==> src/rtl/rv32_enc_pkg.sv <==
// rv32_enc_pkg
// Shared definitions for the instruction encode/loader slice: RV32 opcode
// and funct3 constants, the descriptor kind encoding, the halt word, the
// loader state enum, the packed descriptor layout carried through the FIFO
// and the descriptor-to-instruction encoder.
package rv32_enc_pkg;

    localparam logic [6:0] OP_R      = 7'b0110011;
    localparam logic [6:0] OP_LOAD   = 7'b0000011;
    localparam logic [6:0] OP_STORE  = 7'b0100011;
    localparam logic [6:0] OP_BRANCH = 7'b1100011;

    localparam logic [1:0] KIND_R      = 2'b00;
    localparam logic [1:0] KIND_LOAD   = 2'b01;
    localparam logic [1:0] KIND_STORE  = 2'b10;
    localparam logic [1:0] KIND_BRANCH = 2'b11;

    localparam logic [2:0] F3_LW  = 3'b010;
    localparam logic [2:0] F3_SW  = 3'b010;
    localparam logic [2:0] F3_BEQ = 3'b000;

    // beq x0,x0,0 : a self loop the core spins on once the program ends
    localparam logic [31:0] HALT_WORD = 32'h0000_0063;

    localparam int DESC_W = 33;

    typedef enum logic [1:0] {
        ST_IDLE,
        ST_RUN,
        ST_HALT,
        ST_DONE
    } state_t;

    typedef struct packed {
        logic [1:0]  kind;
        logic [3:0]  funct;
        logic [4:0]  rd;
        logic [4:0]  rs1;
        logic [4:0]  rs2;
        logic [11:0] imm;
    } desc_t;

    // Builds the 32-bit instruction word; fields a class does not use stay 0.
    // For branches the descriptor immediate already holds offset[12:1], so
    // the B-type scatter is taken straight from imm[11:0].
    function automatic logic [31:0] encode(desc_t d);
        logic [31:0] w;
        w = '0;
        case (d.kind)
            KIND_R:     w = {1'b0, d.funct[3], 5'b0, d.rs2, d.rs1, d.funct[2:0], d.rd, OP_R};
            KIND_LOAD:  w = {d.imm, d.rs1, F3_LW, d.rd, OP_LOAD};
            KIND_STORE: w = {d.imm[11:5], d.rs2, d.rs1, F3_SW, d.imm[4:0], OP_STORE};
            default:    w = {d.imm[11], d.imm[9:4], d.rs2, d.rs1, F3_BEQ,
                             d.imm[3:0], d.imm[10], OP_BRANCH};
        endcase
        return w;
    endfunction

endpackage

==> src/rtl/enc_fifo.sv <==
// enc_fifo
// Small synchronous FIFO holding packed operation descriptors between the
// host handshake and the encoder/write stage.
// Ports:
//   clk, rst        : clock, synchronous active-high reset (empties FIFO)
//   push, wdata     : write one entry (ignored when full)
//   pop, rdata      : remove head entry (ignored when empty); rdata = head
//   full, empty     : occupancy flags
// Push and pop in the same cycle leave the occupancy unchanged.
module enc_fifo
    import rv32_enc_pkg::*;
#(
    parameter int DEPTH = 4,
    parameter int WIDTH = DESC_W
) (
    input  logic             clk,
    input  logic             rst,
    input  logic             push,
    input  logic [WIDTH-1:0] wdata,
    input  logic             pop,
    output logic [WIDTH-1:0] rdata,
    output logic             full,
    output logic             empty
);

    localparam int PW = $clog2(DEPTH);

    logic [WIDTH-1:0] mem [DEPTH];
    logic [PW-1:0]    wptr;
    logic [PW-1:0]    rptr;
    logic [PW:0]      count;
    logic             do_push;
    logic             do_pop;

    assign do_push = push && !full;
    assign do_pop  = pop && !empty;
    assign full    = (count == (PW+1)'(DEPTH));
    assign empty   = (count == '0);
    assign rdata   = mem[rptr];

    // Storage has no reset; only the pointers and count define validity.
    always_ff @(posedge clk) begin
        if (do_push) begin
            mem[wptr] <= wdata;
        end
    end

    // Pointer and occupancy bookkeeping.
    always_ff @(posedge clk) begin
        if (rst) begin
            wptr  <= '0;
            rptr  <= '0;
            count <= '0;
        end else begin
            if (do_push) begin
                wptr <= wptr + 1'b1;
            end
            if (do_pop) begin
                rptr <= rptr + 1'b1;
            end
            case ({do_push, do_pop})
                2'b10:   count <= count + 1'b1;
                2'b01:   count <= count - 1'b1;
                default: count <= count;
            endcase
        end
    end

endmodule

==> src/rtl/instr_encode_loader.sv <==
// instr_encode_loader
// Accepts decoded operation descriptors (R-type ALU, lw, sw, beq), encodes
// each into an RV32 instruction word and writes the words to consecutive
// instruction-memory addresses starting at a run's base address.
// Optional feature macro: INSTR_LOADER_HALT_EN -- when defined, a run ends by
// appending beq x0,x0,0 after the last descriptor's word.
// Ports:
//   clk, rst                  : clock, synchronous active-high reset
//   start, base               : begin a run at base (word aligned)
//   finish                    : no more descriptors for this run
//   in_valid/in_ready, in_*   : descriptor handshake and fields
//   imem_stall                : memory cannot take a write this cycle
//   imem_we/addr/wdata        : registered instruction-memory write port
//   busy, done, wrapped, words: run status (done is a one-cycle pulse)
module instr_encode_loader
    import rv32_enc_pkg::*;
#(
    parameter int DEPTH  = 4,
    parameter int ADDR_W = 8
) (
    input  logic              clk,
    input  logic              rst,
    input  logic              start,
    input  logic [ADDR_W-1:0] base,
    input  logic              finish,
    input  logic              in_valid,
    output logic              in_ready,
    input  logic [1:0]        in_kind,
    input  logic [3:0]        in_funct,
    input  logic [4:0]        in_rd,
    input  logic [4:0]        in_rs1,
    input  logic [4:0]        in_rs2,
    input  logic [11:0]       in_imm,
    input  logic              imem_stall,
    output logic              imem_we,
    output logic [ADDR_W-1:0] imem_addr,
    output logic [31:0]       imem_wdata,
    output logic              busy,
    output logic              done,
    output logic              wrapped,
    output logic [ADDR_W-1:0] words
);

    state_t            state;
    state_t            state_nxt;
    logic              fin_flag;
    logic [ADDR_W-1:0] addr;
    logic [ADDR_W-1:0] addr_inc;
    desc_t             in_desc;
    desc_t             head;
    logic              fifo_full;
    logic              fifo_empty;
    logic              push;
    logic              pop;
    logic              wr_fire;
    logic [31:0]       wr_data;
    logic              drained;
`ifdef INSTR_LOADER_HALT_EN
    logic              halt_sent;
    logic              halt_go;
`endif

    assign in_desc  = {in_kind, in_funct, in_rd, in_rs1, in_rs2, in_imm};
    assign in_ready = (state == ST_RUN) && !fifo_full && !fin_flag;
    assign push     = in_valid && in_ready;
    assign pop      = (state == ST_RUN) && !fifo_empty && !imem_stall;
    assign drained  = fin_flag && fifo_empty;
    assign addr_inc = addr + ADDR_W'(4);

`ifdef INSTR_LOADER_HALT_EN
    assign halt_go = (state == ST_HALT) && !halt_sent && !imem_stall;
    assign wr_fire = pop || halt_go;
    assign wr_data = pop ? encode(head) : HALT_WORD;
`else
    assign wr_fire = pop;
    assign wr_data = encode(head);
`endif

    enc_fifo #(
        .DEPTH (DEPTH),
        .WIDTH (DESC_W)
    ) u_fifo (
        .clk   (clk),
        .rst   (rst),
        .push  (push),
        .wdata (in_desc),
        .pop   (pop),
        .rdata (head),
        .full  (fifo_full),
        .empty (fifo_empty)
    );

    // State register.
    always_ff @(posedge clk) begin
        if (rst) begin
            state <= ST_IDLE;
        end else begin
            state <= state_nxt;
        end
    end

    // Next-state and status outputs. A run ends once finish has been seen and
    // the FIFO is empty; the last pop's word is already in the output
    // register, so done lands the cycle after that final write.
    always_comb begin
        state_nxt = state;
        busy      = 1'b0;
        done      = 1'b0;
        case (state)
            ST_IDLE: begin
                if (start) begin
                    state_nxt = ST_RUN;
                end
            end
            ST_RUN: begin
                busy = 1'b1;
                if (drained) begin
`ifdef INSTR_LOADER_HALT_EN
                    state_nxt = ST_HALT;
`else
                    state_nxt = ST_DONE;
`endif
                end
            end
            ST_HALT: begin
                busy = 1'b1;
`ifdef INSTR_LOADER_HALT_EN
                if (halt_sent) begin
                    state_nxt = ST_DONE;
                end
`else
                state_nxt = ST_DONE;
`endif
            end
            ST_DONE: begin
                done      = 1'b1;
                state_nxt = ST_IDLE;
            end
            default: state_nxt = ST_IDLE;
        endcase
    end

    // Run bookkeeping and the registered memory write. imem_we is cleared
    // every cycle so each word is presented for exactly one cycle; the
    // address counter wraps naturally at 2^ADDR_W and flags it.
    always_ff @(posedge clk) begin
        if (rst) begin
            addr       <= '0;
            words      <= '0;
            wrapped    <= 1'b0;
            fin_flag   <= 1'b0;
            imem_we    <= 1'b0;
            imem_addr  <= '0;
            imem_wdata <= '0;
        end else begin
            imem_we <= 1'b0;
            if ((state == ST_IDLE) && start) begin
                addr     <= {base[ADDR_W-1:2], 2'b00};
                words    <= '0;
                wrapped  <= 1'b0;
                fin_flag <= 1'b0;
            end
            if ((state == ST_RUN) && finish) begin
                fin_flag <= 1'b1;
            end
            if (wr_fire) begin
                imem_we    <= 1'b1;
                imem_addr  <= addr;
                imem_wdata <= wr_data;
                addr       <= addr_inc;
                words      <= words + 1'b1;
                if (addr_inc == '0) begin
                    wrapped <= 1'b1;
                end
            end
        end
    end

`ifdef INSTR_LOADER_HALT_EN
    // Remembers that the halt word has gone out so HALT leaves one cycle
    // after that write is visible.
    always_ff @(posedge clk) begin
        if (rst) begin
            halt_sent <= 1'b0;
        end else if ((state == ST_IDLE) && start) begin
            halt_sent <= 1'b0;
        end else if (halt_go) begin
            halt_sent <= 1'b1;
        end
    end
`endif

endmodule
==> config.mk <==
export PLATFORM = sky130hd
export DESIGN_NAME = instr_encode_loader
export DESIGN_NICKNAME = d
export VERILOG_FILES = /design/src/rtl/rv32_enc_pkg.sv /design/src/rtl/enc_fifo.sv /design/src/rtl/instr_encode_loader.sv
export SDC_FILE = /design/constraint.sdc
export NUM_CORES = 1
export LEC_CHECK = 0
export ABC_AREA = 1
export CORE_MARGIN = 1
export CORE_UTILIZATION = 45
export CTS_CLUSTER_DIAMETER = 30
export DETAILED_ROUTE_END_ITERATION = 7
export GPL_ROUTABILITY_DRIVEN = 0
export PLACE_DENSITY_LB_ADDON = 0.15
export SYNTH_ARGS = -nofsm -noshare
export SYNTH_HDL_FRONTEND = slang
export SYNTH_SLANG_ARGS = --single-unit
==> constraint.sdc <==
create_clock -name clk -period 2.76 [get_ports clk]
set_input_delay 0.414 -clock clk [delete_from_list [all_inputs] [get_ports clk]]
set_output_delay 0.414 -clock clk [all_outputs]
set_load 0.02 [all_outputs]
==> impl_metrics.toml <==
[synth]
synth_top_cell_by_area = "edfxtp_1"
synth-seq-area-share = 0.639
synth.avg_cell_area_um2 = 9.88
synth_ff_type = "edfxtp_1"
async_flop_share = 0
synth_top_area_frac = 0.485
synthTopCellsByArea = "edfxtp_1, dfxtp_1, nand2_1"
synth_edf_count = 132
syn_area_um2 = 8170
ys.warnings.count = 0
yosysUniqueCellTypes = 30
syn_inst = 827
ys_seq_elements = 195

[drt]
drtPass1Iterations = 4
drtIter0Drc = 349
via_per_inst = 5.08
vias = 5857
routedWlPerCell_um = 15.7
drc = 0
finalWirelength_mm = 18.1
drtAntennaViolNets = 0

[pwr]
power_frac_clock = 0.358
ir_drop_mv = 0.451
p_leak_nw = 3.85
p_sw_frac = 0.268
power.density_nw_per_um2 = 706
power_mw = 7.02
combPwrFrac = 0.160
seqPwrFrac = 0.482
internal_power_mw = 5.14
switching_power_mw = 1.88

[cells_and_area]
area_growth_pct = 21.6
layout.nets = 980
drive_above_1_share = 0.0614
antennaDiodeCount = 0
fillCellCount = 1583

[worst_setup_path]
end_kind = "output pin"
cp_top_family = "buffers and inverters"
rr_worst_depth = 11
crit_cells = 4
startpoint = "state[0]"
rrSetupSlack_ns = 0.43
cp_slowest_cell = "clkdlybuf4s50_1"
crit_chain = "ha_1 -> nand2_1 -> nor2_1 -> clkdlybuf4s50_1"
crit_path_max_fanout = 7
worstSetupPathType = "flip-flop to output pin"
required_ns = 2.35
r2r_end = "imem_wdata[8]"
critical_path.max_stage_delay_ns = 0.66
arrival_ns = 2.15
critPathCapture = "in_ready"
critPathBufInv = 1
startpoint_type = "flip-flop"

[die]
chipWidth_um = 137
row_count = 48
die_h_um = 137
initial_core_util = 0.466
boundaryPins = 100
core_um2 = 17500
dieArea_um2 = 18700

[placed_design]
dpl.hpwl_mm = 10.9
dp_slack_ns = 0.433
port_buffers = 93

[cts]
cts_resized = 0
cts_buffers = 17
hold_buffers = 0
clk_latency_ns = 0.43
cts_tree = "done"
cts_setup_buffers = 0
htreeDepth = 4
cts_root_buf = "clkbuf_16"
cts_buffer_depth = 2
clkSinkCount = 195
clkTransAtPathRegs_ns = 0.07

[min_path]
holdCritPathClass = "flip-flop to flip-flop"
holdPathStages = 2

[status]
status = "complete, no violations"

[grt]
grt_pass1_vias = 5400
antenna_found_initial = 0
grt-ovfl-total = 0
grt_start_max_net_pins = 63
grt_usage = 0.207
grt_pass1_wl_mm = 28.7

[sta]
finalSetupTns_ns = 0
worst_slew_pin_slew_ns = 0.700
fin_ws_ns = 0.192
min_period_over_period = 0.930
fmax_mhz = 389
rsz0062_at_grt = "false"
fin_hold_ws_ns = 0.464
setup_viol = 0
slew_violations = 0
fin_crit_ns = 2.57
final-hold-violation-count = 0
fin_skew_ns = 0.0103
slew_headroom = 0.533

[job]
cap_violations = 0
how the worst min path moves through the flow:
stage | endpoint | slack [ns] | from
floorplan | imem_addr[7] | 0.45 | addr[7]
global placement | imem_wdata[14] | 0.45 | imem_wdata[14]
detailed placement | imem_addr[6] | 0.46 | imem_addr[6]
CTS | imem_addr[6] | 0.47 | imem_addr[6]
global route | imem_addr[6] | 0.48 | imem_addr[6]
finish | imem_addr[6] | 0.46 | imem_addr[6]
flip-flops by register name, summed over array words and instances, names as in the netlist, named ones only:
| name | flops |
|---|---|
| imem_wdata | 29 |
| wrapped | 1 |
| addr | 6 |
| u_fifo.wptr | 2 |
| imem_we | 1 |
| u_fifo.mem | 132 |
| imem_addr | 6 |
| u_fifo.rptr | 2 |
| words | 8 |
| u_fifo.count | 3 |
| state | 2 |
| fin_flag | 1 |
layer usage:
layer / wire, um / GRT usage / up-vias
li1: - / - / 2940
met3: 1100 / 0.0463 / 26
met2: 8540 / 0.327 / 177
met5: 0 / 0 / -
met4: 349 / 0.0772 / 0
met1: 8090 / 0.280 / 2714
layout make-up:
| type | count | area (um2) | share of cell area |
|---|---|---|---|
| Clock buffer | 17 | 425 | 0.0428 |
| Clock inverter | 15 | 176 | 0.0178 |
| Inverter | 68 | 255 | 0.0257 |
| Multi-Input combinational cell | 526 | 2480 | 0.249 |
| Sequential cell | 195 | 5230 | 0.526 |
| Tap cell | 225 | 282 | 0.0283 |
| Timing Repair Buffer | 108 | 1090 | 0.110 |
worst register-to-register path, stage by stage, from the launching register on:
cell and delay, ns:
dfxtp_1 0.32, inv_2 0.24, a21oi_1 0.08, a32oi_1 0.40, inv_1 0.13, ha_1 0.33, inv_1 0.11, nand2_1 0.19
nand3_1 0.20, nand2_1 0.07, nand2_1 0.07, a21oi_1 0.08
cell usage after synthesis (all sizes together) (2+ instances only):
cell    number
nand2      198
edfxtp     132
nor2       101
nand3       77
inv         67
dfxtp       63
o21ai       59
a21oi       43
buf         32
ha          16
clkbuf       9
nand4        7
o22ai        6
o21a         5
nor3         3
a32oi        2
xor2         2
stage by stage:
step           area (um2)   util  cells
3_3_place_gp         9340  0.532   1122
2_1_floorplan        8180      -    830
6_report             9940  0.567   1154
5_1_grt              9940  0.567   1154
4_1_cts              9940  0.567   1154
3_5_place_dp         9340  0.532   1122
power groups by stage:
stage / Combinational (mW) / Clock, mW / Sequential [mW]
3_3_place_gp: 1.12 / 0 / 3.44
6_report: 1.12 / 2.51 / 3.38
2_1_floorplan: 0.683 / 0 / 3.47
3_5_place_dp: 1.13 / 0 / 3.45
5_1_grt: 1.26 / 2.68 / 3.40
4_1_cts: 1.14 / 2.57 / 3.38
cell families (layout without fill, tap and decap cells):
family,count (synthesis),count (layout),share of synthesized area
XOR/XNOR,3,3,0.00322
buffers and inverters,109,208,0.0623
adder cells (fa/ha/maj),17,17,0.0269
AND/OR/NAND/NOR,387,387,0.194
other,1,4,0.000459
flip-flops,195,195,0.639
AO/OA/AOI/OAI,115,115,0.0738
layout by cell type (no fill, tap or decap), types with 16 or more instances in the layout:
| cell | instances |
|---|---|
| dfxtp_1 | 62 |
| ha_1 | 16 |
| o21ai_0 | 48 |
| nand3_1 | 76 |
| nor2_1 | 96 |
| edfxtp_1 | 132 |
| a21oi_1 | 43 |
| nand2_1 | 197 |
| inv_1 | 64 |
| clkdlybuf4s50_1 | 93 |
| clkbuf_16 | 17 |
No activity file was read; power rests on OpenSTA's default activity.
